<file path="config.mk">
export PLATFORM = sky130hd
export DESIGN_NAME = adder_arb_flat
export DESIGN_NICKNAME = d
export VERILOG_FILES = /design/src/rtl/adder_arb_if.sv /design/src/rtl/adder_arb.sv /design/src/flat_wrapper.sv
export SDC_FILE = /design/constraint.sdc
export NUM_CORES = 1
export LEC_CHECK = 0
export CELL_PAD_IN_SITES_DETAIL_PLACEMENT = 0
export CELL_PAD_IN_SITES_GLOBAL_PLACEMENT = 1
export CORE_MARGIN = 3
export CORE_UTILIZATION = 25
export CTS_CLUSTER_SIZE = 16
export DETAILED_ROUTE_END_ITERATION = 16
export GPL_TIMING_DRIVEN = 0
export PLACE_DENSITY_LB_ADDON = 0.08
export SYNTH_ARGS = -nofsm -noshare
export SYNTH_HDL_FRONTEND = slang
export SYNTH_SLANG_ARGS = --single-unit
</file>
<file path="constraint.sdc">
create_clock -name clk -period 2.59 [get_ports clk]
set_input_delay 0.3885 -clock clk [delete_from_list [all_inputs] [get_ports clk]]
set_output_delay 0.3885 -clock clk [all_outputs]
set_load 0.005 [all_outputs]
</file>
<file path="src/rtl/adder_arb_if.sv">
// Bundle between adder_arb, its client engines (requester side) and the shared adder tree.
// Packed operand arrays share the flat layout: requester r, operand k at [(r*NUM+k)*BITS +: BITS].
interface adder_arb_if #(
  parameter int BITS = 8,
  parameter int NUM  = 8,
  parameter int NREQ = 4
);
  logic [NREQ-1:0]                      req_valid;
  logic [NREQ-1:0]                      req_ready;
  logic [NREQ-1:0][NUM-1:0][BITS-1:0]   req_data;
  logic                                 add_valid;
  logic [NUM-1:0][BITS-1:0]             add_i;
  logic [BITS-1:0]                      add_o;
  logic                                 add_valid_out;
  logic [NREQ-1:0]                      rsp_valid;
  logic [BITS-1:0]                      rsp_data;
  logic                                 err;

  modport slave (
    input  req_valid, req_data, add_o, add_valid_out,
    output req_ready, add_valid, add_i, rsp_valid, rsp_data, err
  );
  modport master (
    output req_valid, req_data, add_o, add_valid_out,
    input  req_ready, add_valid, add_i, rsp_valid, rsp_data, err
  );
endinterface

</file>
<file path="src/rtl/adder_arb.sv">
// Round-robin front end sharing one pipelined adder tree among NREQ requesters.
// Optional ADDER_ARB_CHECK_EN adds a sticky err flag for result/tag misalignment.
module adder_arb #(
  parameter int BITS = 8,
  parameter int NUM  = 8,
  parameter int NREQ = 4,
  parameter int LAT  = 3
) (
  input  logic         clk,
  input  logic         rst_n,
  input  logic         en,
  adder_arb_if.slave   bus
);
  localparam int IW = (NREQ > 1) ? $clog2(NREQ) : 1;

  logic [IW-1:0]            ptr;
  logic [IW-1:0]            gnt_id;
  logic                     gnt_any;
  logic [NREQ-1:0]          gnt;
  logic                     add_valid_q;
  logic [NUM-1:0][BITS-1:0] add_i_q;
  logic [NREQ-1:0]          rsp_valid_q;
  logic [BITS-1:0]          rsp_data_q;
  logic [LAT:0][IW-1:0]     tag_id;
  logic [NREQ-1:0]          rsp_oh;

  // First valid requester at or after ptr, wrapping.
  always_comb begin
    int idx;
    idx     = 0;
    gnt     = '0;
    gnt_id  = '0;
    gnt_any = 1'b0;
    if (en) begin
      for (int i = 0; i < NREQ; i++) begin
        idx = int'(ptr) + i;
        if (idx >= NREQ) idx = idx - NREQ;
        if (!gnt_any && bus.req_valid[idx]) begin
          gnt_any = 1'b1;
          gnt_id  = IW'(idx);
        end
      end
    end
    if (gnt_any) gnt[gnt_id] = 1'b1;
  end

  assign bus.req_ready = gnt & {NREQ{rst_n}};

  always_ff @(posedge clk or negedge rst_n) begin
    if (!rst_n) begin
      ptr         <= '0;
      add_valid_q <= 1'b0;
      add_i_q     <= '0;
    end else begin
      add_valid_q <= gnt_any;
      if (gnt_any) begin
        add_i_q <= bus.req_data[gnt_id];
        ptr     <= (int'(gnt_id) == NREQ - 1) ? '0 : gnt_id + 1'b1;
      end
    end
  end

  // Stage 0 runs alongside add_valid; stage LAT lines up with add_valid_out.
  always_ff @(posedge clk or negedge rst_n) begin
    if (!rst_n) tag_id <= '0;
    else        tag_id <= {tag_id[LAT-1:0], gnt_id};
  end

  assign rsp_oh = NREQ'(1) << tag_id[LAT];

`ifdef ADDER_ARB_CHECK_EN
  logic [LAT:0] tag_v;
  logic         err_q;

  always_ff @(posedge clk or negedge rst_n) begin
    if (!rst_n) begin
      tag_v       <= '0;
      err_q       <= 1'b0;
      rsp_valid_q <= '0;
      rsp_data_q  <= '0;
    end else begin
      tag_v <= {tag_v[LAT-1:0], gnt_any};
      if (bus.add_valid_out != tag_v[LAT]) err_q <= 1'b1;
      rsp_valid_q <= (bus.add_valid_out && tag_v[LAT]) ? rsp_oh : '0;
      if (bus.add_valid_out) rsp_data_q <= bus.add_o;
    end
  end

  assign bus.err = err_q;
`else
  always_ff @(posedge clk or negedge rst_n) begin
    if (!rst_n) begin
      rsp_valid_q <= '0;
      rsp_data_q  <= '0;
    end else begin
      rsp_valid_q <= bus.add_valid_out ? rsp_oh : '0;
      if (bus.add_valid_out) rsp_data_q <= bus.add_o;
    end
  end

  assign bus.err = 1'b0;
`endif

  assign bus.add_valid = add_valid_q;
  assign bus.add_i     = add_i_q;
  assign bus.rsp_valid = rsp_valid_q;
  assign bus.rsp_data  = rsp_data_q;
endmodule
</file>
<file path="src/flat_wrapper.sv">
// flat-port wrapper written by rule: the top's interface ports become plain ports
module adder_arb_flat 
#(
  parameter int BITS = 8,
  parameter int NUM  = 8,
  parameter int NREQ = 4,
  parameter int LAT  = 3
)
  (clk, rst_n, en, bus_req_valid, bus_req_data, bus_add_o, bus_add_valid_out, bus_req_ready, bus_add_valid, bus_add_i, bus_rsp_valid, bus_rsp_data, bus_err);
  adder_arb_if #(.BITS(BITS), .NUM(NUM), .NREQ(NREQ)) bus_i ();
  input  logic clk;
  input  logic rst_n;
  input  logic en;
  input wire logic [$bits(bus_i.req_valid)-1:0] bus_req_valid;
  input wire logic [$bits(bus_i.req_data)-1:0] bus_req_data;
  input wire logic [$bits(bus_i.add_o)-1:0] bus_add_o;
  input wire logic [$bits(bus_i.add_valid_out)-1:0] bus_add_valid_out;
  output wire logic [$bits(bus_i.req_ready)-1:0] bus_req_ready;
  output wire logic [$bits(bus_i.add_valid)-1:0] bus_add_valid;
  output wire logic [$bits(bus_i.add_i)-1:0] bus_add_i;
  output wire logic [$bits(bus_i.rsp_valid)-1:0] bus_rsp_valid;
  output wire logic [$bits(bus_i.rsp_data)-1:0] bus_rsp_data;
  output wire logic [$bits(bus_i.err)-1:0] bus_err;
  assign bus_i.req_valid = bus_req_valid;
  assign bus_i.req_data = bus_req_data;
  assign bus_i.add_o = bus_add_o;
  assign bus_i.add_valid_out = bus_add_valid_out;
  assign bus_req_ready = bus_i.req_ready;
  assign bus_add_valid = bus_i.add_valid;
  assign bus_add_i = bus_i.add_i;
  assign bus_rsp_valid = bus_i.rsp_valid;
  assign bus_rsp_data = bus_i.rsp_data;
  assign bus_err = bus_i.err;
  adder_arb #(.BITS(BITS), .NUM(NUM), .NREQ(NREQ), .LAT(LAT)) u_core (.clk(clk), .rst_n(rst_n), .en(en), .bus(bus_i));
endmodule
</file>
### After elaboration in Yosys (flattened, before gate mapping)

Cells that the tools add are included.

| storage, ports and cells | value |
|---|---|
| bits in registers | 87 |
| input port bits | 272 |
| output and inout bits | 82 |

| cells by class | value |
|---|---|
| $add $sub $neg | 8 |
| $lt $le $gt $ge | 10 |
| equal/unequal tests | 1 |
| shift-type cells | 1 |
| multiplexer cells | 40 |
| bitwise gates (word level) | 1 |
| reduce and logical (&&, ||, !) cells | 7 |

Operator list:

| operator | number |
|---|---|
| $mux W32 | 8 |
| $bmux W64 S2 | 1 |
| $lt A32 B4 Y1 const B | 4 |
| $ge A32 B4 Y1 const B | 3 |
| $sub A32 B4 Y32 const B | 3 |
| $mux W64 | 1 |
| $mux W1 | 17 |
| $mux W2 | 6 |
| $bmux W1 S2 | 4 |
| $mux W4 | 2 |
| $add A2 B2 Y3 const B | 2 |
| $and A4 B4 Y4 | 1 |
| $logic_and A1 B1 Y1 | 4 |
| $shl A1 B2 Y4 const A | 1 |
| $sub A2 B3 Y4 const B | 1 |
| $add A2 B1 Y3 const B | 1 |
| $ge A2 B3 Y1 const B | 1 |
| $logic_not A1 Y1 | 3 |
| $lt A2 B3 Y1 const B | 1 |
| $add A2 B1 Y2 const B | 1 |
| $demux W1 S2 | 1 |
| $eq A2 B1 Y1 const B | 1 |
| $ge A2 B1 Y1 const B | 1 |

### Longest topological paths before layout

Gate-level depths: netlist (run 1).

| depth | value |
|---|---|
| word-level depth | 26 |
| gate-level depth with buffers | 9 |

### Worst setup path before layout (run 1)

No wires, ideal clock.

| timing path | value |
|---|---|
| kind | input to output |
| start point | input bus_req_valid[2] |
| end point | output bus_req_ready[0] |
| arrival time | 1996 ps |
| setup slack | 206 ps |
| cell stages on the path | 9 |
| path through | buf_2 nor2b_1 a221o_1 and3_1 inv_1 buf_4 clkbuf_1 ha_1 and3_1 |

| between the ends | value |
|---|---|
| cells in the longest elaborated chain, start to end | 23 |
| elaborated cells between the ends (all ways) | 38 |
| classes of those cells | order compare (2); mux (28); bitwise (1); reduce/logical (7) |

RTL lines:

| what | RTL line | text |
|---|---|---|
| start, declared | flat_wrapper.sv:14 | `input wire logic [$bits(bus_i.req_valid)-1:0] bus_req_valid;` |
| $bmux W1 S2 | adder_arb.sv:38 | `if (!gnt_any && bus.req_valid[idx]) begin` |
| $mux W1 (implied by the code) (2 in series) | adder_arb.sv:38 |  |
| $mux W1 | adder_arb.sv:38 |  |
| $mux W1 | adder_arb.sv:34 | `if (en) begin` |
| $logic_not A1 Y1 | adder_arb.sv:38 |  |
| $logic_and A1 B1 Y1 | adder_arb.sv:38 |  |
| $mux W1 | adder_arb.sv:38 |  |
| $mux W1 | adder_arb.sv:34 |  |
| (+7 left out) | - |  |
| $mux W2 * | adder_arb.sv:34 |  |
| net u_core.gnt_id[1] | adder_arb.sv:17 | `logic [IW-1:0] gnt_id;` |
| $lt A2 B3 Y1 (implied by the code) or $ge A2 B1 Y1 (tied branches) | adder_arb.sv:44 | `if (gnt_any) gnt[gnt_id] = 1'b1;` |
| $logic_and A1 B1 Y1 (implied by the code) | adder_arb.sv:44 |  |
| $mux W1 (implied by the code) | adder_arb.sv:44 |  |
| $demux W1 S2 * | - |  |
| $mux W4 * | adder_arb.sv:44 |  |
| $and A4 B4 Y4 * | adder_arb.sv:47 | `assign bus.req_ready = gnt & {NREQ{rst_n}};` |
| end, declared | flat_wrapper.sv:18 | `output wire logic [$bits(bus_i.req_ready)-1:0] bus_req_ready;` |

Mark *: on every way through the listed nets, which the timed path passes. The rest lies on a longest branch. The select of a mux whose other input is x is not followed.

### Worst setup path after layout (run 1)

| timing path | value |
|---|---|
| start point | register u_core.ptr[1] |
| end point | output bus_req_ready[2] |

| between the ends | value |
|---|---|
| cells in the longest elaborated chain, start to end | 26 |
| elaborated cells between the ends (all ways) | 57 |
| classes of those cells | add/sub (7); order compare (6); mux (36); bitwise (1); reduce/logical (7) |

RTL lines:

| what | RTL line | text |
|---|---|---|
| start, declared | adder_arb.sv:16 | `logic [IW-1:0] ptr;` |
| start signal, assigned | adder_arb.sv:58 | `ptr <= (int'(gnt_id) == NREQ - 1) ? '0 : gnt_id + 1'b1;` |
| parallel branches: the longest is 18 deep, another holds $sub A32 B4 Y32 | - |  |
| $mux W2 * | adder_arb.sv:38 |  |
| $mux W2 * | adder_arb.sv:34 |  |
| net u_core.gnt_id[0] | adder_arb.sv:17 |  |
| $lt A2 B3 Y1 (implied by the code) or $ge A2 B1 Y1 (tied branches) | adder_arb.sv:44 |  |
| $logic_and A1 B1 Y1 (implied by the code) | adder_arb.sv:44 |  |
| $mux W1 (implied by the code) | adder_arb.sv:44 |  |
| $demux W1 S2 * | - |  |
| $mux W4 * | adder_arb.sv:44 |  |
| $and A4 B4 Y4 * | adder_arb.sv:47 |  |

Mark *: on every way through the listed nets, which the timed path passes. The select of a mux whose other input is x is not followed.

==> results of run 1 <==
stage by stage:
| step | worst slack, ns | area (sq um) | hold WS, ns |
|---|---|---|---|
| after floorplan | 0.206 | 5510 | 0.0929 |
| after global placement | -3.12 | 9350 | 0.334 |
| after detailed placement | -1.54 | 9380 | 0.336 |
| after CTS | -0.0224 | 9840 | 0.114 |
| after global routing | -0.0339 | 9950 | 0.144 |
| final | 0.0847 | 9950 | 0.0876 |
flip-flops by register name, summed over array words and instances, names as in the netlist:
signal	flops
u_core.bus.rsp_data	8
u_core.tag_id	8
u_core.ptr	2
u_core.bus.rsp_valid	4
u_core.bus.add_valid	1
u_core.bus.add_i	64
worst max-delay path, stage by stage (launching register included):
cell,delay [ns]
dfrtp_2,0.48
mux2i_4,0.22
a21o_1,0.25
nor3_4,0.25
clkinv_4,0.12
ha_4,0.16
and3_1,0.15
buf_2,0.14
final cells by class:
class | count | area (sq um) | share of cell area
Clock inverter | 7 | 70.1 | 0.00704
Tap cell | 275 | 344 | 0.0346
Timing Repair Buffer | 371 | 3670 | 0.369
Multi-Input combinational cell | 515 | 3160 | 0.318
Sequential cell | 87 | 2180 | 0.219
Clock buffer | 9 | 225 | 0.0226
Inverter | 5 | 26.3 | 0.00264
Buffer | 61 | 275 | 0.0277
kinds of logic (layout without fill, tap and decap cells):
| family | Yosys count | count (layout) |
|---|---|---|
| and+or+nand+nor | 244 | 244 |
| other | 1 | 1 |
| DFF | 87 | 87 |
| adders and majority gates | 4 | 4 |
| muxes | 21 | 21 |
| buffers and inverters | 69 | 453 |
| AOI/OAI and AO/OA | 245 | 245 |
power by group through the flow:
stage | Clock [uW] | Combinational, uW | Sequential (uW)
after floorplan | 0 | 1430 | 2040
after global placement | 0 | 3310 | 2010
after detailed placement | 0 | 3290 | 2020
after CTS | 1410 | 3430 | 2000
after global routing | 1460 | 3750 | 2060
final | 1350 | 3440 | 2000
layer usage:
metal | part of all wire | track usage | vias to the layer above
met5 | 0.00087 | 0 | -
met4 | 0.023 | 0.0648 | 4
met3 | 0.076 | 0.0588 | 38
met2 | 0.48 | 0.348 | 269
met1 | 0.42 | 0.278 | 3064
li1 | - | - | 3224
Yosys cell counts, types with 2 or more instances:
| cell | number |
|---|---|
| nor2b_1 | 54 |
| buf_1 | 4 |
| mux2_2 | 8 |
| inv_1 | 3 |
| a21o_1 | 2 |
| ha_1 | 4 |
| buf_2 | 11 |
| and3_1 | 6 |
| dfrtp_1 | 87 |
| buf_4 | 3 |
| nand2_1 | 72 |
| o22ai_1 | 12 |
| mux2i_1 | 13 |
| nor3b_1 | 2 |
| inv_2 | 2 |
| clkbuf_1 | 46 |
| o32a_1 | 52 |
| o21ai_1 | 18 |
| nand3_1 | 52 |
| o221ai_1 | 12 |
| o21ai_0 | 86 |
| a21oi_1 | 54 |
| nor2_1 | 54 |
worst max path at each step:
stage	from	to	slack (ns)	depth (start not counted)
detailed placement	bus_req_valid[1]	bus_req_ready[2]	-1.54	9
finish	u_core.ptr[1]$_DFFE_PN0P_	bus_req_ready[2]	0.08	7
global placement	rst_n	bus_req_ready[2]	-3.12	3
global route	u_core.ptr[1]$_DFFE_PN0P_	bus_req_ready[2]	-0.03	7
CTS	u_core.ptr[1]$_DFFE_PN0P_	bus_req_ready[2]	-0.02	9
floorplan	bus_req_valid[2]	bus_req_ready[0]	0.21	9
what timing repair did:
action,CTS,global route
hold endpoints to repair,0,0
endpoints found under the setup margin,66,5
pin swaps,4,5
resized for setup,48,21
setup buffers,8,12
==> impl_metrics.ini, run 1 <==
[synthesis]
syn_nets = 947
ys_ff_latch = 87
synthArstFlopShare = 1.00
synth-edff-count = 0
yosys-top-cells-area = dfrtp_1 40%, o32a_1 9.5%, o21ai_0 7.8%
synth_fa_ha_area_frac = 0.00909
ys_types = 37
muxShareOfSynthArea = 0.0400
syn_area_sq_um = 5510
synth_compound_area_frac = 0.293
synth_flop_cell = dfrtp_1
synth_top_family_by_area = compound AO/OA/AOI/OAI gates
synth_seq_area_share = 0.395
synth_xor_area_frac = 0
synth_top_cell_by_area = dfrtp_1
syn-instance-count = 671
ys_warn_count = 0
synthSimpleGateAreaFrac = 0.211
synth_top_area_share = 0.395
avgSynthCellArea_sq_um = 8.21

[pwr]
pwr-share-comb = 0.507
power_density_nw_per_um2 = 681
switching_share = 0.368
ir_drop_v = 0.000290
switching_power_uw = 2500
p_int_uw = 4280
p_seq_frac = 0.295
power_uw = 6780
p_leak_uw = 0.00392
p_clk_frac = 0.198

[worst_setup_path]
crit_type = register to output port
worstPathArrival_ns = 2.12
critPathRequiredTime_ns = 2.20
r2r-end = u_core.bus.add_i[19]$_DFFE_PN0P_
endpoint_kind = output port
rr_worst_depth = 7
cp-start-kind = register
rrSetupSlack_ns = 0.17
cp_max_fo = 6
r2r-start = u_core.ptr[1]$_DFFE_PN0P_

[final_layout]
final_cells = 1330
final_core_util = 0.466
nets = 1326
antenna_cells = 0
mostFrequentLayoutCells = 343 x clkdlybuf4s50_1, 86 x o21ai_0, 85 x dfrtp_1
n_fill_cell = 2149
final_common_cell = clkdlybuf4s50_1
syn_to_final_growth_pct = 80.8
drive_above_1_share = 0.0844

[floorplan]
coreArea_sq_um = 21400
die_y_um = 154
start_util = 0.258
io_pins = 354
die_w_um = 154
fp-row-count = 53
dieArea_sq_um = 23800

[clock_tree]
cts_max_path_buffers = 2
root_buffer = clkbuf_16
clkSinkCount = 87
htree_levels = 3
tritoncts = built
postCtsHoldBufs = 0
cts.clk_slew.worst_paths_ns = 0.08
numCtsBuffers = 9
insertion_delay_ns = 0.35

[placed_design]
dp_hpwl_mm = 19.6
portBuffers = 350
placedCellCount = 1297
globalplace.congestion = 0.833

[detailed_routing]
first_iter_violations = 311
num_vias = 6599
drt-vias-per-instance = 4.96
drcViolationCount = 0
dr.pass1.iters = 5
final_antenna_net_count = 0
wire_per_inst_um = 20.0
finalWirelength_mm = 26.6

[global_routing]
track_usage = 0.214
grt_pass1_wl_mm = 40.0
grt_overflow = 0
grt_max_degree = 56
antenna_found_initial = 2
first_global_vias = 6868

[timing]
slew_viol_final = 0
finalWorstPathRequiredPeriod_ns = 2.51
fin_setup_tns_ns = 0
relSlewSlack = 0.509
fmax_ghz = 0.399
hold_viol = 0
tightest_slew_ns = 0.734
rsz0062_at_grt = true
period_share = 0.967
final-setup-viol-count = 0
skew_ns = 0.00941

[hold_path]
min_path_type = input port to async pin

[status]
outcome = finished clean

[job]
maxCapViolCount = 0
(Power assumes the default switching activity.)
==> run 2, diff against run 1 <==
MAX_ROUTING_LAYER = met4   (was unset)
==> impl_metrics.ini, run 2 (synthesized netlist as in run 1, its figures left out) <==
[timing]
final-setup-viol-count = 0
finalWorstPathRequiredPeriod_ns = 2.52
rsz0062_at_grt = true
tightest_slew_ns = 0.752
fmax_ghz = 0.398
period_share = 0.971
worst_slack_ns = 0.0747
skew_ns = 0.00834
relSlewSlack = 0.497
hold_viol = 0
slew_viol_final = 0

[final_layout]
final_common_cell = clkdlybuf4s50_1
mostFrequentLayoutCells = 343 x clkdlybuf4s50_1, 86 x o21ai_0, 85 x dfrtp_1
nets = 1326
drive_above_1_share = 0.0844
final_area_sq_um = 9960
largest_register_ff_count = 64
syn_to_final_growth_pct = 80.8

[clock_tree]
cts.clk_slew.worst_paths_ns = 0.08
postCtsHoldBufs = 0
root_buffer = clkbuf_16
htree_levels = 3
insertion_delay_ns = 0.35
clkSinkCount = 87
cts_max_path_buffers = 2
tritoncts = built
numCtsBuffers = 9

[pwr]
switching_power_uw = 2510
switching_share = 0.369
pwr-share-comb = 0.506
ir_drop_v = 0.000290
p_int_uw = 4280
p_seq_frac = 0.294
power_uw = 6790
p_clk_frac = 0.199
power_density_nw_per_um2 = 682
p_leak_uw = 0.00392

[floorplan]
coreArea_sq_um = 21400
io_pins = 354
fp-row-count = 53
die_y_um = 154
dieArea_sq_um = 23800
start_util = 0.258
die_w_um = 154

[status]
outcome = finished clean

[global_routing]
first_global_vias = 6894
antenna_found_initial = 2
grt_max_degree = 56
grt_pass1_wl_mm = 39.9
track_usage = 0.221
grt_overflow = 0

[detailed_routing]
final_antenna_net_count = 0
wire_per_inst_um = 20.0
num_vias = 6591
finalWirelength_mm = 26.6
first_iter_violations = 326
drt-vias-per-instance = 4.95
dr.pass1.iters = 4
drcViolationCount = 0

[hold_path]
min_path_type = input port to async pin

[placed_design]
dp_slack_ns = -1.54
globalplace.congestion = 0.846
dp_hpwl_mm = 19.6
portBuffers = 350
postPlaceCellArea_sq_um = 9380

[worst_setup_path]
crit_type = register to output port
cp-start-kind = register
endpoint_kind = output port
critPathRequiredTime_ns = 2.20
cp_max_fo = 6
worstPathArrival_ns = 2.13

[job]
maxCapViolCount = 0
[run 2: final timing paths]
path / cells past startpoint / endpoint / from / slack, ns
max in group asynchronous: 2 / u_core.bus.add_i[41]$_DFFE_PN0P_ / rst_n / 1.81
max reg2reg: 7 / u_core.bus.add_i[27]$_DFFE_PN0P_ / u_core.ptr[1]$_DFFE_PN0P_ / 0.13
min: 1 / u_core.bus.rsp_valid[1]$_DFF_PN0_ / rst_n / 0.09
min in group clk: 0 / u_core.tag_id[4]$_DFF_PN0_ / u_core.tag_id[2]$_DFF_PN0_ / 0.35
max: 7 / bus_req_ready[2] / u_core.ptr[1]$_DFFE_PN0P_ / 0.07
min reg2reg: 0 / u_core.tag_id[4]$_DFF_PN0_ / u_core.tag_id[2]$_DFF_PN0_ / 0.35
[run 2: metrics by stage]
step / TNS, ns / hold WS [ns] / std cells / util
floorplan: 0 / 0.0929 / 671 / -
global placement: -283.02 / 0.334 / 1296 / 0.438
detailed placement: -38.45 / 0.336 / 1297 / 0.439
CTS: -0.0224 / 0.114 / 1321 / 0.461
global route: -0.0559 / 0.142 / 1332 / 0.466
finish: 0 / 0.0898 / 1332 / 0.466
[run 2: area by class of cell]
cell class,instances,area (sq um)
fillers,2150,11400
repair buffers,371,3670
multi-input cells,515,3160
flip-flops and latches,87,2180
well taps,275,344
plain buffers,61,275
clock buffers,9,225
clock inverters,7,70.1
inverters,5,26.3
diodes,2,5.00
[run 2: routing by layer]
metal | GRT usage | wire length, um | up-vias | part of all wire
met1 | 0.283 | 11300 | 3068 | 0.42
li1 | - | - | 3222 | -
met2 | 0.348 | 12700 | 268 | 0.48
met4 | 0.0648 | 569 | 0 | 0.021
met3 | 0.0529 | 2040 | 33 | 0.077
met5 | - | 0 | - | 0
[run 2: critical path: stages, from the launching register on]
cell and delay [ns]:
dfrtp_2 0.48, mux2i_4 0.22, a21o_1 0.25, nor3_4 0.25, clkinv_4 0.12, ha_4 0.16
and3_1 0.15, buf_2 0.14
[run 2: repair_timing]
action                     4_1_cts  5_1_grt
resized for setup               48       21
buffers inserted                 8       12
pin swaps                        4        5
setup endpoints to repair       66        5
hold endpoints to repair         0        0
[run 2: power by group through the flow]
stage	logic (uW)	registers [uW]	clock network, uW
final	3440	2000	1350
after global routing	3750	2060	1460
after CTS	3430	2000	1410
after detailed placement	3290	2020	0
after global placement	3310	2010	0
after floorplan	1430	2040	0
